### src/rtl/dmem_arbiter_if.sv
// ---------------------------------------------------------------------------
// dmem_arbiter_if
// Bundles the three buses around the data-memory arbiter:
//   core_*  : pipeline MEM-stage request / grant / response
//   ldr_*   : program/data loader request / grant / response
//   mem_*   : single-port data memory command and read data
// Modports:
//   slave  : the arbiter (takes requests, drives grants and the memory)
//   master : the environment (requesters plus the memory itself)
// ---------------------------------------------------------------------------
interface dmem_arbiter_if #(
  parameter int ADDR_W = 8,
  parameter int DATA_W = 8
);
  logic              core_req;
  logic              core_we;
  logic [ADDR_W-1:0] core_addr;
  logic [DATA_W-1:0] core_wdata;
  logic              core_gnt;
  logic              core_rvalid;
  logic [DATA_W-1:0] core_rdata;
  logic              core_stall;

  logic              ldr_req;
  logic              ldr_we;
  logic [ADDR_W-1:0] ldr_addr;
  logic [DATA_W-1:0] ldr_wdata;
  logic              ldr_gnt;
  logic              ldr_rvalid;
  logic [DATA_W-1:0] ldr_rdata;

  logic              mem_en;
  logic              mem_we;
  logic [ADDR_W-1:0] mem_addr;
  logic [DATA_W-1:0] mem_wdata;
  logic [DATA_W-1:0] mem_rdata;

  modport slave (
    input  core_req, core_we, core_addr, core_wdata,
    output core_gnt, core_rvalid, core_rdata, core_stall,
    input  ldr_req, ldr_we, ldr_addr, ldr_wdata,
    output ldr_gnt, ldr_rvalid, ldr_rdata,
    output mem_en, mem_we, mem_addr, mem_wdata,
    input  mem_rdata
  );

  modport master (
    output core_req, core_we, core_addr, core_wdata,
    input  core_gnt, core_rvalid, core_rdata, core_stall,
    output ldr_req, ldr_we, ldr_addr, ldr_wdata,
    input  ldr_gnt, ldr_rvalid, ldr_rdata,
    input  mem_en, mem_we, mem_addr, mem_wdata,
    output mem_rdata
  );
endinterface

### src/rtl/dmem_arbiter.sv
// ---------------------------------------------------------------------------
// dmem_arbiter
// Shares the single-port data memory between the pipeline MEM stage (core)
// and the loader. One command at a time goes through IDLE -> ISSUE ->
// (WAIT -> RESP for reads) -> IDLE. The memory read latency is hidden
// behind gnt/rvalid pulses, and core_stall freezes the pipeline while the
// core access is outstanding.
// Ports:
//   clock  : rising-edge clock
//   reset  : asynchronous, active-low
//   bus    : dmem_arbiter_if.slave (core, loader and memory buses)
// Parameters: ADDR_W, DATA_W, MEM_LAT (memory read latency, 1..4)
// Build option: define DMEM_ARB_CORE_PRIO_EN for fixed core priority;
//   otherwise ties are resolved round-robin on a last-owner pointer.
// ---------------------------------------------------------------------------
module dmem_arbiter #(
  parameter int ADDR_W  = 8,
  parameter int DATA_W  = 8,
  parameter int MEM_LAT = 1
) (
  input  logic            clock,
  input  logic            reset,
  dmem_arbiter_if.slave   bus
);

  typedef enum logic [1:0] {IDLE, ISSUE, WAIT, RESP} state_t;

  localparam int CNT_W = 3;
  localparam logic [CNT_W-1:0] LAT_LOAD = CNT_W'(MEM_LAT);

  state_t            state_reg, state_next;
  logic              owner_reg;          // 0 = core, 1 = loader
  logic              cmd_we_reg;
  logic [ADDR_W-1:0] cmd_addr_reg;
  logic [DATA_W-1:0] cmd_wdata_reg;
  logic [CNT_W-1:0]  cnt_reg;
  logic [CNT_W-1:0]  cnt_dec;
  logic              any_req;
  logic              winner;             // 0 = core, 1 = loader
  logic              last_wait;
  logic [1:0]        gnt_vec;            // [0] core, [1] loader
  logic [1:0]        rvalid_vec;

  assign any_req   = bus.core_req | bus.ldr_req;
  assign cnt_dec   = cnt_reg - CNT_W'(1);
  // Final WAIT cycle: the counter is about to reach zero and mem_rdata holds
  // the read result.
  assign last_wait = (state_reg == WAIT) && (cnt_dec == '0);

`ifdef DMEM_ARB_CORE_PRIO_EN
  assign winner = ~bus.core_req;
`else
  logic last_owner_reg;

  // On a tie the port that did not own the previous command wins.
  assign winner = (bus.core_req & bus.ldr_req) ? ~last_owner_reg : bus.ldr_req;

  // Reset to loader so the core wins the first tie.
  always_ff @(posedge clock or negedge reset) begin
    if (!reset) begin
      last_owner_reg <= 1'b1;
    end else if (state_reg == IDLE && any_req) begin
      last_owner_reg <= winner;
    end
  end
`endif

  // State register
  always_ff @(posedge clock or negedge reset) begin
    if (!reset) begin
      state_reg <= IDLE;
    end else begin
      state_reg <= state_next;
    end
  end

  // Next-state logic
  always_comb begin
    state_next = state_reg;
    case (state_reg)
      IDLE:    if (any_req) state_next = ISSUE;
      ISSUE:   state_next = cmd_we_reg ? IDLE : WAIT;
      WAIT:    if (last_wait) state_next = RESP;
      RESP:    state_next = IDLE;
      default: state_next = IDLE;
    endcase
  end

  // Outputs: memory command only in ISSUE, pulses steered to the owner.
  always_comb begin
    bus.mem_en    = 1'b0;
    bus.mem_we    = 1'b0;
    bus.mem_addr  = '0;
    bus.mem_wdata = '0;
    gnt_vec       = 2'b00;
    rvalid_vec    = 2'b00;
    case (state_reg)
      ISSUE: begin
        bus.mem_en    = 1'b1;
        bus.mem_we    = cmd_we_reg;
        bus.mem_addr  = cmd_addr_reg;
        bus.mem_wdata = cmd_wdata_reg;
        gnt_vec       = {owner_reg, ~owner_reg};
      end
      RESP:    rvalid_vec = {owner_reg, ~owner_reg};
      default: ;
    endcase
  end

  assign bus.core_gnt    = gnt_vec[0];
  assign bus.ldr_gnt     = gnt_vec[1];
  assign bus.core_rvalid = rvalid_vec[0];
  assign bus.ldr_rvalid  = rvalid_vec[1];

  // Stall releases on a store's grant or a load's response.
  assign bus.core_stall = bus.core_req & ~(gnt_vec[0] & bus.core_we) & ~rvalid_vec[0];

  // Command register and latency counter
  always_ff @(posedge clock or negedge reset) begin
    if (!reset) begin
      owner_reg     <= 1'b0;
      cmd_we_reg    <= 1'b0;
      cmd_addr_reg  <= '0;
      cmd_wdata_reg <= '0;
      cnt_reg       <= '0;
    end else begin
      case (state_reg)
        IDLE: begin
          if (any_req) begin
            owner_reg     <= winner;
            cmd_we_reg    <= winner ? bus.ldr_we    : bus.core_we;
            cmd_addr_reg  <= winner ? bus.ldr_addr  : bus.core_addr;
            cmd_wdata_reg <= winner ? bus.ldr_wdata : bus.core_wdata;
          end
        end
        ISSUE:   if (!cmd_we_reg) cnt_reg <= LAT_LOAD;
        WAIT:    cnt_reg <= cnt_dec;
        default: ;
      endcase
    end
  end

  // Per-port read data registers; each holds until its owner's next read.
  for (genvar gi = 0; gi < 2; gi++) begin : g_rdata
    localparam logic PORT_ID = 1'(gi);
    logic [DATA_W-1:0] rdata_reg;

    always_ff @(posedge clock or negedge reset) begin
      if (!reset) begin
        rdata_reg <= '0;
      end else if (last_wait && owner_reg == PORT_ID) begin
        rdata_reg <= bus.mem_rdata;
      end
    end
  end

  assign bus.core_rdata = g_rdata[0].rdata_reg;
  assign bus.ldr_rdata  = g_rdata[1].rdata_reg;

endmodule

### src/flat_wrapper.sv
// flat-port wrapper written by rule: the top's interface ports become plain ports
module dmem_arbiter_flat 
#(
  parameter int ADDR_W  = 8,
  parameter int DATA_W  = 8,
  parameter int MEM_LAT = 1
)
  (clock, reset, bus_core_req, bus_core_we, bus_core_addr, bus_core_wdata, bus_core_gnt, bus_core_rvalid, bus_core_rdata, bus_core_stall, bus_ldr_req, bus_ldr_we, bus_ldr_addr, bus_ldr_wdata, bus_ldr_gnt, bus_ldr_rvalid, bus_ldr_rdata, bus_mem_en, bus_mem_we, bus_mem_addr, bus_mem_wdata, bus_mem_rdata);
  dmem_arbiter_if #(.ADDR_W(ADDR_W), .DATA_W(DATA_W)) bus_i ();
  input  logic clock;
  input  logic reset;
  input wire logic [$bits(bus_i.core_req)-1:0] bus_core_req;
  input wire logic [$bits(bus_i.core_we)-1:0] bus_core_we;
  input wire logic [$bits(bus_i.core_addr)-1:0] bus_core_addr;
  input wire logic [$bits(bus_i.core_wdata)-1:0] bus_core_wdata;
  output wire logic [$bits(bus_i.core_gnt)-1:0] bus_core_gnt;
  output wire logic [$bits(bus_i.core_rvalid)-1:0] bus_core_rvalid;
  output wire logic [$bits(bus_i.core_rdata)-1:0] bus_core_rdata;
  output wire logic [$bits(bus_i.core_stall)-1:0] bus_core_stall;
  input wire logic [$bits(bus_i.ldr_req)-1:0] bus_ldr_req;
  input wire logic [$bits(bus_i.ldr_we)-1:0] bus_ldr_we;
  input wire logic [$bits(bus_i.ldr_addr)-1:0] bus_ldr_addr;
  input wire logic [$bits(bus_i.ldr_wdata)-1:0] bus_ldr_wdata;
  output wire logic [$bits(bus_i.ldr_gnt)-1:0] bus_ldr_gnt;
  output wire logic [$bits(bus_i.ldr_rvalid)-1:0] bus_ldr_rvalid;
  output wire logic [$bits(bus_i.ldr_rdata)-1:0] bus_ldr_rdata;
  output wire logic [$bits(bus_i.mem_en)-1:0] bus_mem_en;
  output wire logic [$bits(bus_i.mem_we)-1:0] bus_mem_we;
  output wire logic [$bits(bus_i.mem_addr)-1:0] bus_mem_addr;
  output wire logic [$bits(bus_i.mem_wdata)-1:0] bus_mem_wdata;
  input wire logic [$bits(bus_i.mem_rdata)-1:0] bus_mem_rdata;
  assign bus_i.core_req = bus_core_req;
  assign bus_i.core_we = bus_core_we;
  assign bus_i.core_addr = bus_core_addr;
  assign bus_i.core_wdata = bus_core_wdata;
  assign bus_core_gnt = bus_i.core_gnt;
  assign bus_core_rvalid = bus_i.core_rvalid;
  assign bus_core_rdata = bus_i.core_rdata;
  assign bus_core_stall = bus_i.core_stall;
  assign bus_i.ldr_req = bus_ldr_req;
  assign bus_i.ldr_we = bus_ldr_we;
  assign bus_i.ldr_addr = bus_ldr_addr;
  assign bus_i.ldr_wdata = bus_ldr_wdata;
  assign bus_ldr_gnt = bus_i.ldr_gnt;
  assign bus_ldr_rvalid = bus_i.ldr_rvalid;
  assign bus_ldr_rdata = bus_i.ldr_rdata;
  assign bus_mem_en = bus_i.mem_en;
  assign bus_mem_we = bus_i.mem_we;
  assign bus_mem_addr = bus_i.mem_addr;
  assign bus_mem_wdata = bus_i.mem_wdata;
  assign bus_i.mem_rdata = bus_mem_rdata;
  dmem_arbiter #(.ADDR_W(ADDR_W), .DATA_W(DATA_W), .MEM_LAT(MEM_LAT)) u_core (.clock(clock), .reset(reset), .bus(bus_i));
endmodule
### config.mk
export PLATFORM = sky130hd
export DESIGN_NAME = dmem_arbiter_flat
export DESIGN_NICKNAME = d
export VERILOG_FILES = /design/src/rtl/dmem_arbiter_if.sv /design/src/rtl/dmem_arbiter.sv /design/src/flat_wrapper.sv
export SDC_FILE = /design/constraint.sdc
export NUM_CORES = 1
export LEC_CHECK = 0
export CAP_MARGIN = 20
export CORE_ASPECT_RATIO = 0.7
export CORE_MARGIN = 5
export CORE_UTILIZATION = 38
export CTS_CLUSTER_SIZE = 25
export DETAILED_ROUTE_END_ITERATION = 7
export GPL_TIMING_DRIVEN = 0
export HOLD_SLACK_MARGIN = 0.05
export MAX_ROUTING_LAYER = met4
export PLACE_DENSITY = 0.78
export SLEW_MARGIN = 25
export SYNTH_ARGS = -nofsm -noshare
export SYNTH_HDL_FRONTEND = slang
export SYNTH_SLANG_ARGS = --single-unit
### constraint.sdc
create_clock -name clock -period 1.6 [get_ports clock]
set_input_delay 0.32 -clock clock [delete_from_list [all_inputs] [get_ports clock]]
set_output_delay 0.32 -clock clock [all_outputs]
set_load 0.005 [all_outputs]
==> flow_summary.json, run 1 <==
{
  "drt.antenna.violating_nets": 0,
  "synth_warnings": 0,
  "yosysSeqAreaShare_pct": 49.2,
  "clock-sinks": 40,
  "synthDistinctLibCells": 30,
  "worst_pin_slew_ps": 478,
  "num_vias": 1838,
  "synth_edf_count": 0,
  "gp_routability_congestion": 0.745,
  "area_delta_synth_final_pct": 65.5,
  "r2r-end": "u_core.bus.ldr_rdata[5]",
  "cp_slowest_cell": "dfrtp_2",
  "drc": 0,
  "grt_use_total_pct": 17.0,
  "maxCapViolations": 0,
  "timing.final.crit_share_pct": 108,
  "hold_class": "in2reg",
  "fmax_ghz": 0.577,
  "root_buffer": "clkbuf_8",
  "crit_chain": "inv_4 > nor2_4 > buf_6 > buf_6 > buf_6 > and2_4 > buf_6",
  "synth_area_per_cell_um2": 10.5,
  "antenna_found_initial": 0,
  "yosysMostFrequentCell": "dfrtp_1",
  "dp_hpwl_mm": 3.93,
  "ys_seq_elements": 40,
  "violations": "negative setup slack",
  "htree_levels": 2,
  "wl_mm": 5.52,
  "synthCells": 194,
  "clk_pin_slew_ps": 80,
  "cellPowerDensity_mw_per_mm2": 1830,
  "cts_buffers": 5,
  "fin_skew_ps": 3.42,
  "grt_max_degree": 24,
  "design.core.area_mm2": 0.00523,
  "p_leak_nw": 1.47,
  "viasPerCell": 4.91,
  "synth_top_area_share_pct": 47.9,
  "setup_viol": 25,
  "cp-end-kind": "output port",
  "hold_viol": 0,
  "rrSetupSlack_ps": -50,
  "grt_overflow": 0,
  "core.rowCount": 22,
  "yosys-top-cells-area": "dfrtp_1 48%, nand2_1 6.8%, a31oi_2 6.1%",
  "r2r_cells": 6,
  "yosys.area.top_type": "dfrtp_1",
  "drive_gt1_share_pct": 39.4,
  "min_to": "u_core.last_owner_reg",
  "clk_path_buf_depth": 2,
  "start_util_pct": 38.9,
  "peakVddDrop_v": 0.000627,
  "rsz0062_at_grt": "yes",
  "clock_latency_ps": 290,
  "dp_slack_ps": -687,
  "final_cell_count_no_fill": 374,
  "outcome": "finished, violations left",
  "syn_nets": 242,
  "worstPathArrival_ps": 1410,
  "port_buffers": 84,
  "worstHoldStart": "bus_core_req",
  "crit_required_ps": 1280,
  "start_kind": "register",
  "fin_nets": 349,
  "fp.dieW_um": 97.5,
  "grt_pass1_wl_mm": 9.14,
  "synth_flop_cell": "dfrtp_1",
  "syn_area_mm2": 0.00204,
  "route.detailed.wl_per_inst_um": 14.7,
  "cpMostUsedCell": "buf_6",
  "critPathKind": "reg2out",
  "fin_crit_ps": 1730,
  "crit_path_max_incr_delay_ps": 440,
  "dp.cells": 351,
  "die_height_um": 71.3,
  "grt_pass1_vias": 1860,
  "min_path_cells": 2,
  "worst-path-max-fanout": 5,
  "ios": 85,
  "cts_tree": "yes",
  "first_iter_violations": 57,
  "drv_slew": 0,
  "antenna_cells": 0,
  "synthArstFlopShare_pct": 100,
  "fin_ws_ps": -132,
  "first_pass_iters": 4,
  "slew_headroom_pct": 68.1,
  "dieArea_mm2": 0.00695,
  "yosys-top-cells-count": "39 x dfrtp_1, 37 x nand2_1, 20 x a21oi_1"
}
[metal layers]
| metal | track usage [%] | vias to the layer above | wire length, um |
|---|---|---|---|
| met5 | - | - | 0 |
| met4 | 4.15 | 0 | 82 |
| met3 | 4.77 | 14 | 340 |
| met2 | 26.1 | 63 | 2590 |
| met1 | 22.4 | 871 | 2500 |
| li1 | - | 890 | - |
[repair_timing]
action	4_1_cts	5_1_grt
setup endpoints to repair	50	49
hold buffers	1	0
buffers inserted	15	4
pin swaps	8	10
resized for setup	119	43
hold endpoints to repair	16	0
gates cloned	1	0
[report_power, final]
| part | internal (W) | leakage, nW | switching [W] | total (W) |
|---|---|---|---|---|
| Combinational | 0.00212 | 0.943 | 0.00138 | 0.00350 |
| Clock | 0.000461 | 0.0541 | 0.000355 | 0.000816 |
| Sequential | 0.00153 | 0.469 | 0.000339 | 0.00187 |
| Total | 0.00411 | 1.47 | 0.00207 | 0.00618 |
[cells in the final DEF (no fill, tap or decap), drive strengths merged]
cell type      netlist  final
clkdlybuf4s50        0     59
buf                  7     47
dfrtp               39     39
nand2               37     37
a21oi               20     20
and2                18     18
a31oi               18     18
mux2                16     16
clkbuf               6     10
nor2                 7      7
o21ai                4      4
inv                  4      4
nor3                 2      2
a31o                 2      2
ha                   2      2
o31a                 1      1
xnor2                1      1
nor2b                1      1
nand4                1      1
a221oi               1      1
o211ai               1      1
or2                  1      1
and4                 1      1
a21bo                1      1
a21boi               1      1
a21o                 1      1
bufinv               0      1
clkinvlp             0      1
clkinv               0      1
dlygate4sd3          0      1
dlygate4sd2          0      1
dfstp                1      1
[cells by family (layout without fill, tap and decap cells)]
group,after synthesis,in the layout,share of synthesized area (%)
simple gates,68,68,16.0
compound gates,50,50,18.0
flops,40,40,49.2
buf+inv,17,125,4.79
mux,16,16,10.3
fa+ha+maj,2,2,1.23
xor+xnor,1,1,0.430
[area by class of cell]
class	instances	area, um2
clock inverters	3	42.5
well taps	72	90.1
clock buffers	5	68.8
inverters	4	17.5
flip-flops and latches	40	1000
repair buffers	104	1010
fillers	431	1860
multi-input cells	137	1060
plain buffers	9	76.3
[stage by stage]
stage               setup TNS [ps]  util, %  instance area (um2)  total power [W]  hold slack (ps)
finish                       -1370     64.4                 3370          0.00618              489
CTS                          -1840     62.0                 3240          0.00586              474
detailed placement          -18060     57.4                 3000          0.00467              300
global placement            -48660     56.9                 2980          0.00459              490
floorplan                        0        -                 2050          0.00330             24.4
global route                 -3470     64.4                 3370          0.00661              488
[worst max-delay path, delay by kind of cell (launching register included)]
family	cells	cell delay (ps)
buf+inv	5	510
simple gates	2	170
flops	1	440
[how the worst max path moves through the flow]
stage	from	endpoint	slack (ps)	depth (start not counted)
6_report	u_core.state_reg[0]	bus_mem_addr[1]	-130	7
5_1_grt	u_core.state_reg[0]	bus_mem_addr[1]	-220	7
3_5_place_dp	u_core.state_reg[0]	bus_mem_wdata[0]	-690	5
4_1_cts	u_core.state_reg[0]	bus_mem_wdata[4]	-170	7
2_1_floorplan	u_core.cnt_reg[0]	u_core.bus.ldr_rdata[0]	10	6
3_3_place_gp	reset	u_core.cmd_wdata_reg[1]	-800	1
(Power assumes the default switching activity.)
==> run 2, diff against run 1 <==
--- a/config.mk
+++ b/config.mk
@@ -11,10 +11,10 @@
 export CORE_UTILIZATION = 38
 export CTS_CLUSTER_SIZE = 25
 export DETAILED_ROUTE_END_ITERATION = 7
-export GPL_TIMING_DRIVEN = 0
 export HOLD_SLACK_MARGIN = 0.05
 export MAX_ROUTING_LAYER = met4
 export PLACE_DENSITY = 0.78
+export SKIP_CTS_REPAIR_TIMING = 1
 export SLEW_MARGIN = 25
 export SYNTH_ARGS = -nofsm -noshare
 export SYNTH_HDL_FRONTEND = slang
==> run 2 against run 1 <==
Against the previous run:
- the run still ends with negative setup slack left
- largest power group unchanged
- routed wire length increased by 1.8%
- non-clock buffer count increased by 12
- clock power increased by 2%
- register-to-register slack improved by 50 ps
- fmax decreased by 0.88%
- sequential cell count unchanged
- power increased by 4.7%
- critical path depth unchanged
- combinational power increased by 8.6%
- final cell count increased by 3.2%
- worst hold slack improved by 14 ps
==> flow_summary.json, run 2 (synthesized netlist as in run 1, its figures left out) <==
{
  "antenna_found_initial": 0,
  "rsz0062_at_grt": "yes",
  "wl_met3_um": 383,
  "outcome": "finished, violations left",
  "hold_viol": 0,
  "wl_mm": 5.62,
  "hold_class": "in2async",
  "final_common_cell": "clkdlybuf4s50_1",
  "worst_pin_slew_ps": 460,
  "cp-end-kind": "output port",
  "cts_tree": "yes",
  "grt_max_degree": 24,
  "clk_pin_slew_ps": 80,
  "htree_levels": 2,
  "port_buffers": 84,
  "critPathKind": "reg2out",
  "core.rowCount": 22,
  "cp_slowest_cell": "dfrtp_1",
  "grt_pass1_wl_mm": 8.98,
  "final_area_mm2": 0.00349,
  "grt_overflow": 0,
  "finalPower_w": 0.00647,
  "grt_use_total_pct": 16.4,
  "drive_gt1_share_pct": 39.5,
  "ios": 85,
  "fin_skew_ps": 6.17,
  "first_iter_violations": 43,
  "crit_path_max_incr_delay_ps": 400,
  "drc": 0,
  "antenna_cells": 0,
  "dieArea_mm2": 0.00695,
  "dp_slack_ps": -236,
  "grt_pass1_vias": 1887,
  "drv_slew": 0,
  "dp_hpwl_mm": 4.19,
  "p_leak_nw": 1.59,
  "clock-sinks": 40,
  "maxCapViolations": 0,
  "worst-path-max-fanout": 6,
  "start_kind": "register",
  "placed_cell_area_mm2": 0.00313,
  "first_pass_iters": 4,
  "fin_setup_tns_ps": -1610,
  "cpMostUsedCell": "buf_6",
  "violations": "negative setup slack",
  "met1_length_mm": 2.40,
  "top_layer": "met4",
  "viasPerCell": 4.83,
  "root_buffer": "clkbuf_8",
  "fin_ws_ps": -147,
  "fmax_ghz": 0.572,
  "design.core.area_mm2": 0.00523,
  "drt.antenna.violating_nets": 0,
  "slew_headroom_pct": 69.3,
  "fin_nets": 361,
  "peakVddDrop_v": 0.000825,
  "crit_start": "u_core.state_reg[0]",
  "setup_viol": 16,
  "worstPathArrival_ps": 1430,
  "num_vias": 1863,
  "timing.final.crit_share_pct": 109,
  "clock_latency_ps": 300,
  "rr_startpoint": "u_core.cnt_reg[0]",
  "dp.cells": 362,
  "cellPowerDensity_mw_per_mm2": 1850,
  "layout_common_cells": "60 x clkdlybuf4s50_1, 39 x dfrtp_1, 36 x nand2_1",
  "final_cell_count_no_fill": 386,
  "route.detailed.wl_per_inst_um": 14.5,
  "fin_crit_ps": 1750,
  "die_height_um": 71.3,
  "area_delta_synth_final_pct": 71.4,
  "start_util_pct": 38.9,
  "gp_routability_congestion": 0.807,
  "cts_buffers": 5,
  "wl_met2_mm": 2.78,
  "clk_path_buf_depth": 2,
  "crit_required_ps": 1280,
  "crit_chain": "inv_2 > nor2_4 > buf_6 > buf_6 > buf_6 > and2_4 > buf_6",
  "fp.dieW_um": 97.5
}
[run 2: through the flow]
stage	utilization (%)	hold slack, ps
final	66.8	503
after global placement	59.8	289
after floorplan	-	24.4
after detailed placement	59.8	288
after CTS	61.9	-31.7
after global routing	66.8	521
[run 2: metal layers]
layer  vias to the layer above  GRT usage, %
met1                       887          19.7
met3                         7          4.96
met4                         0          3.69
met2                        62          27.5
li1                        907             -
met5                         -             -
[run 2: final cells by class]
| cell class | instances | area, um2 |
|---|---|---|
| Tap cell | 72 | 90.1 |
| Timing Repair Buffer | 125 | 1230 |
| Clock buffer | 5 | 68.8 |
| Multi-Input combinational cell | 137 | 1040 |
| Fill cell | 443 | 1740 |
| Sequential cell | 40 | 1000 |
| Inverter | 4 | 15.0 |
| Clock inverter | 3 | 42.5 |
[run 2: worst paths after layout]
check,endpoint,slack [ps],cells past startpoint
max,bus_mem_addr[4],-150,7
min,u_core.cnt_reg[1],500,2
max reg2reg,u_core.bus.ldr_rdata[1],0,5
min reg2reg,u_core.bus.core_rdata[2],510,1
max in group asynchronous,u_core.cmd_wdata_reg[4],620,3
min in group clock,u_core.bus.core_rdata[2],510,1
[run 2: where the power goes]
part / internal, W / switching (W) / total (W)
sequential: 0.00152 / 0.000319 / 0.00184
combinational: 0.00238 / 0.00142 / 0.00380
clock: 0.000462 / 0.000368 / 0.000829
total: 0.00437 / 0.00210 / 0.00647
[run 2: critical path, delay by kind of cell (launching register included)]
family,cells,cell delay [ps]
buf+inv,5,530
simple gates,2,190
flops,1,400
==> variant 1, RTL diff (config.mk and constraints of run 1) <==
Add a define of `DMEM_ARB_CORE_PRIO_EN`.
--- a/src/rtl/dmem_arbiter.sv
+++ b/src/rtl/dmem_arbiter.sv
@@ -13,6 +13,8 @@
 // Build option: define DMEM_ARB_CORE_PRIO_EN for fixed core priority;
 //   otherwise ties are resolved round-robin on a last-owner pointer.
 // ---------------------------------------------------------------------------
+`define DMEM_ARB_CORE_PRIO_EN
+
 module dmem_arbiter #(
   parameter int ADDR_W  = 8,
   parameter int DATA_W  = 8,
Check against the original RTL: not equivalent (Yosys sat finds a counterexample within 4 cycles, from zero or initial values and one cycle with reset low).
==> variant 1 against run 1 <==
- the flow still finishes with violations (negative setup slack)
- sequential cell count fell by 1
- die area fell by 2.1%
- design area decreased by 0.56%
- area after synthesis shrank 2.3%
- clock skew grew 0.0041 ns
- setup slack lost 0.17 ns
- total power fell by 3.7%
- register-to-register slack lost 0.02 ns
- routed wire length shrank 8.7%
- largest power group unchanged
==> variant 1: results (changes against run 1) <==
synthesized net count 196 (-19%); crit path to bus_mem_wdata[3]; GP Congestion 0.789 (+5.8%); crit path max-delay cell type dfrtp_1; CP max FO 8 (+3); met2 Use GR 24.1% (-2.0 points); post-synth cell types 28 (-6.7%); largest net degree at the start of global routing 26 (+8.3%); failing checks negative setup slack; worst slack, placed -0.723 ns (-0.0359 ns); Max VDD drop 0.000878 V (+40%); Compound-Gate Fraction of Synth Area 4.28% (-14 points); met1 GRT Util 20.1% (-2.3 points); dpl hpwl 3.61 mm (-8.2%); Sum Neg Setup Slack -4.11 ns (-2.74 ns); # diodes 0 (unchanged); met3 Usage GRT 3.93% (-0.83 points); Initial DRC Count 29 (-49%); first-pass GRT wire length 7.89 mm (-14%); synth top area cells dfrtp_1, mux2_2, mux2_4, and2_1, buf_6; status complete, but fails checks; final setup margin -0.298 ns (-0.166 ns); wire per inst 15.0 µm (+1.9%); Via density 4.58 (-6.8%); layout cell share with drive strength beyond 1 50.2% (+11 points); adder-cell share of the synthesized area 1.26% (+0.029 points); WL final 5.04 mm (-8.7%); R2R cell count 7 (+1); Worst Tran Pin Value 0.370 ns (-0.108 ns); Total Routing Usage GR 15.6% (-1.3 points); Layout area overhead 68.5%; worst hold path type in2async; combinational family with the most area after synthesis multiplexers; RR Endpoint u_core.bus.ldr_rdata[6]$_DFFE_PN0P_; Slowest Stage Delay on Critical Path 0.34 ns (-0.10 ns); post-placement cell area 2950 µm² (-1.6%); Synth top cells by count mux2_2, dfrtp_1, and2_1; Post-Synth XOR/XNOR Area 0.818% (+0.39 points); vias in the first global route 1659 (-11%); mux contribution to synthesized area 30.2% (+20 points); Seq/Total Area, Yosys 49.1% (-0.14 points); setup violators final 51 (+100%); clk_skew 0.00748 ns (+0.00406 ns); r2r setup slk -0.07 ns (-0.02 ns); Top delay family on crit path buffers and inverters; fillcell total 427 (-0.93%); Syn Inst Count 148 (-24%); Leak 1.49 nW (+1.4%); Inst Count DP 305 (-13%); crit path DAT 1.58 ns (+0.17 ns)
-- variant 1: changes by cell type after synthesis, moves of 3 or more --
cell,delta
clkbuf_1,-6
mux2_2,+32
nor2_1,-4
a31oi_2,-10
mux2i_1,+3
o21ai_0,-3
a31oi_1,-8
buf_4,+3
a21oi_1,-14
nand2_1,-36
-- variant 1: through the flow --
| stage | utilization (%) | hold slack, ns |
|---|---|---|
| floorplan | - | 0.0244 |
| global placement | 57.0 | 0.480 |
| detailed placement | 57.3 | 0.257 |
| CTS | 62.5 | 0.470 |
| global route | 65.1 | 0.512 |
| finish | 65.1 | 0.470 |
-- variant 1: cell type report --
cell class | count | area (µm²) | area share [%]
Clock buffer | 5 | 68.8 | 2.05
Sequential cell | 39 | 976 | 29.1
Clock inverter | 3 | 43.8 | 1.31
Buffer | 8 | 106 | 3.17
Multi-Input combinational cell | 96 | 992 | 29.6
Inverter | 4 | 18.8 | 0.560
Tap cell | 72 | 90.1 | 2.69
Timing Repair Buffer | 108 | 1060 | 31.5
-- variant 1: power by group --
part           switching [W]  internal (W)
Clock               0.000345      0.000464
Sequential          0.000298       0.00148
Combinational        0.00115       0.00221
-- variant 1: kinds of logic (layout without fill, tap and decap cells) --
| family | count (synthesis) | count (layout) |
|---|---|---|
| xor+xnor | 1 | 1 |
| simple gates | 29 | 29 |
| flops | 39 | 39 |
| compound gates | 13 | 13 |
| mux | 51 | 51 |
| buf+inv | 13 | 128 |
| fa+ha+maj | 2 | 2 |
-- variant 1: timing repair --
action,in CTS,in global routing
hold buffers,1,0
pin swaps,15,2
gates resized for setup,118,21
cloned,1,1
setup endpoints to repair,39,55
setup buffers,17,4
hold endpoints to repair,14,0
-- variant 1: layer usage --
metal  share of wire [%]  wire length [µm]
met4                 1.2                62
met1                  44              2230
met5                   0                 0
met3                 5.3               265
met2                  49              2480
==> variant 2, RTL diff (config.mk and constraints of run 1) <==
Without the edit above. Make the reset (`reset`) synchronous in 4 clocked blocks. Comments in the files are not updated.
--- a/src/rtl/dmem_arbiter.sv
+++ b/src/rtl/dmem_arbiter.sv
@@ -56,7 +56,7 @@
   assign winner = (bus.core_req & bus.ldr_req) ? ~last_owner_reg : bus.ldr_req;
 
   // Reset to loader so the core wins the first tie.
-  always_ff @(posedge clock or negedge reset) begin
+  always_ff @(posedge clock) begin
     if (!reset) begin
       last_owner_reg <= 1'b1;
     end else if (state_reg == IDLE && any_req) begin
@@ -66,7 +66,7 @@
 `endif
 
   // State register
-  always_ff @(posedge clock or negedge reset) begin
+  always_ff @(posedge clock) begin
     if (!reset) begin
       state_reg <= IDLE;
     end else begin
@@ -116,7 +116,7 @@
   assign bus.core_stall = bus.core_req & ~(gnt_vec[0] & bus.core_we) & ~rvalid_vec[0];
 
   // Command register and latency counter
-  always_ff @(posedge clock or negedge reset) begin
+  always_ff @(posedge clock) begin
     if (!reset) begin
       owner_reg     <= 1'b0;
       cmd_we_reg    <= 1'b0;
@@ -145,7 +145,7 @@
     localparam logic PORT_ID = 1'(gi);
     logic [DATA_W-1:0] rdata_reg;
 
-    always_ff @(posedge clock or negedge reset) begin
+    always_ff @(posedge clock) begin
       if (!reset) begin
         rdata_reg <= '0;
       end else if (last_wait && owner_reg == PORT_ID) begin
Check against the original RTL: differs if reset is asserted again (counterexample within 4 cycles, from zero or initial values and one cycle with reset low); with reset held inactive, the same outputs for 10 cycles.
==> variant 2 against run 1 <==
- setup slack better by 0.069 ns
- synthesized cell count up 18%
- routed wire length up 11%
- design area down 1.3%
- sequential cell count unchanged
- via count up 8.4%
- utilization up 0.16 points
- register-to-register slack better by 0.11 ns
- area after synthesis down 2.6%
- critical endpoint is now bus_ldr_gnt
- highest routed layer unchanged
- worst hold slack worse by 0.029 ns
- the flow still finishes with violations (negative setup slack)
Power is not compared: it rests on default switching activity, and its combinational part moved more than twofold at a synthesized area within 25%.
==> variant 2: results (changes against run 1) <==
Sum Neg Setup Slack -0.326 ns (+1.04 ns); largest net degree at the start of global routing 19 (-21%); wire per inst 15.1 µm (+2.5%); Synth top cells by count nand2_1, dfxtp_1, a21oi_1; R2R cell count 6 (unchanged); first-pass GRT wire length 10.1 mm (+10%); layout cell share with drive strength beyond 1 29.6% (-9.8 points); Slowest Stage Delay on Critical Path 0.38 ns (-0.06 ns); Seq/Total Area, Yosys 40.4% (-8.8 points); Via density 4.91 (-0.11%); Inst Count DP 385 (+9.7%); nets 381 (+9.2%); clk slew on worst S/H paths 0.08 ns (about the same); mux contribution to synthesized area 8.58% (-1.7 points); r2r setup slk 0.06 ns (+0.11 ns); adder-cell share of the synthesized area 1.26% (+0.033 points); mean area per synthesized cell 8.67 µm² (-17%); Synth async-reset ratio 0% (-100 points); vias in the first global route 2104 (+13%); RR Endpoint u_core.bus.ldr_rdata[5]$_SDFFE_PN0P_; Post-Synth XOR/XNOR Area 0.441% (+0.011 points); Leak 1.39 nW; synth top area cells dfxtp_1, nand2_1, mux2i_1, a311oi_2, and2_1; status complete, but fails checks; worst slack, placed -0.615 ns (+0.0721 ns); Compound-Gate Fraction of Synth Area 20.6% (+2.6 points); fillcell total 436 (+1.2%); crit path DAT 1.34 ns (-0.07 ns); crit path max-delay cell type dfxtp_4; GP Congestion 0.792 (+6.2%); Worst Hold Endpoint u_core.bus.ldr_rdata[2]$_SDFFE_PN0P_; synthesized net count 277 (+14%); post-placement cell area 2920 µm² (-2.8%); hold path start u_core.bus.ldr_rdata[2]$_SDFFE_PN0P_; initial antenna violation count 0 (unchanged); ys flop type dfxtp_1; fin cells 406 (+8.6%); final setup margin -0.0626 ns (+0.0693 ns); final hold slack 0.460 ns (-0.0293 ns); dpl hpwl 4.17 mm (+6.1%); setup violators final 7 (-72%); Total Routing Usage GR 19.5% (+2.5 points); worst rel slew slack 55.7% (-12 points); CP max FO 6 (+1); EDFF count, synth 0 (unchanged); clk_skew 0.00785 ns (+0.00444 ns); worst hold path type reg2reg; Initial DRC Count 77 (+35%); failing checks negative setup slack; post-synth cell types 34 (+13%); worst hold stages 2 (unchanged)
## variant 2: worst reg2reg max path, stage by stage, from the launching register on
cell and delay, ns:
dfxtp_2 0.34, inv_1 0.09, ha_4 0.20, xnor2_4 0.19
and4_1 0.23, buf_6 0.17, mux2i_2 0.23
## variant 2: how the worst max path moves through the flow
| stage | from | cells past startpoint | endpoint |
|---|---|---|---|
| 2_1_floorplan | u_core.cnt_reg[0]$_SDFFE_PN0P_ | 6 | u_core.bus.ldr_rdata[5]$_SDFFE_PN0P_ |
| 3_3_place_gp | u_core.state_reg[0]$_SDFFE_PN0P_ | 6 | bus_mem_addr[5] |
| 3_5_place_dp | u_core.state_reg[0]$_SDFFE_PN0P_ | 6 | bus_mem_addr[5] |
| 4_1_cts | u_core.state_reg[0]$_SDFFE_PN0P_ | 8 | bus_mem_wdata[1] |
| 5_1_grt | flip-flop | 6 | bus_ldr_gnt |
| 6_report | flip-flop | 6 | bus_ldr_gnt |
## variant 2: what timing repair did
action	4_1_cts	5_1_grt
gates cloned	1	0
gates resized for setup	132	30
endpoints found under the setup margin	26	49
pin swaps	12	8
buffers inserted	13	1
## variant 2: area by class of cell
| type | count | area (µm²) | area share [%] |
|---|---|---|---|
| tap | 72 | 90.1 | 2.71 |
| buffer | 17 | 126 | 3.80 |
| sequential | 40 | 811 | 24.4 |
| clock buffer | 7 | 96.3 | 2.90 |
| clock inverter | 1 | 30.0 | 0.903 |
| multi-input combinational | 166 | 1150 | 34.7 |
| timing repair buffer | 99 | 998 | 30.0 |
| inverter | 4 | 20.0 | 0.602 |
## variant 2: power breakdown
part	switching [W]	internal, W	total (W)
registers	0.0000665	0.00109	0.00116
logic	0.000424	0.000531	0.000955
clock network	0.000356	0.000550	0.000906
total	0.000846	0.00217	0.00302
## variant 2: metal layers
| layer | global-route usage, % | part of all wire [%] | routed length [µm] | vias to the layer above |
|---|---|---|---|---|
| li1 | - | - | - | 1000 |
| met1 | 25.2 | 45 | 2780 | 919 |
| met2 | 30.2 | 48 | 2930 | 62 |
| met3 | 4.41 | 5.5 | 338 | 12 |
| met4 | 6.07 | 1.4 | 89 | 0 |
| met5 | - | 0 | 0 | - |
## variant 2: cells by family after synthesis
family,after synthesis
AND/OR/NAND/NOR,96
AO/OA/AOI/OAI,50
flip-flops,40
buffers and inverters,23
multiplexers,17
adder cells (fa/ha/maj),2
XOR/XNOR,1
## variant 2: metrics by stage
stage	utilization, %	total power, W
3_3_place_gp	56.6	0.00188
6_report	64.6	0.00302
5_1_grt	64.6	0.00315
4_1_cts	62.8	0.00294
2_1_floorplan	-	0.00158
3_5_place_dp	56.6	0.00190
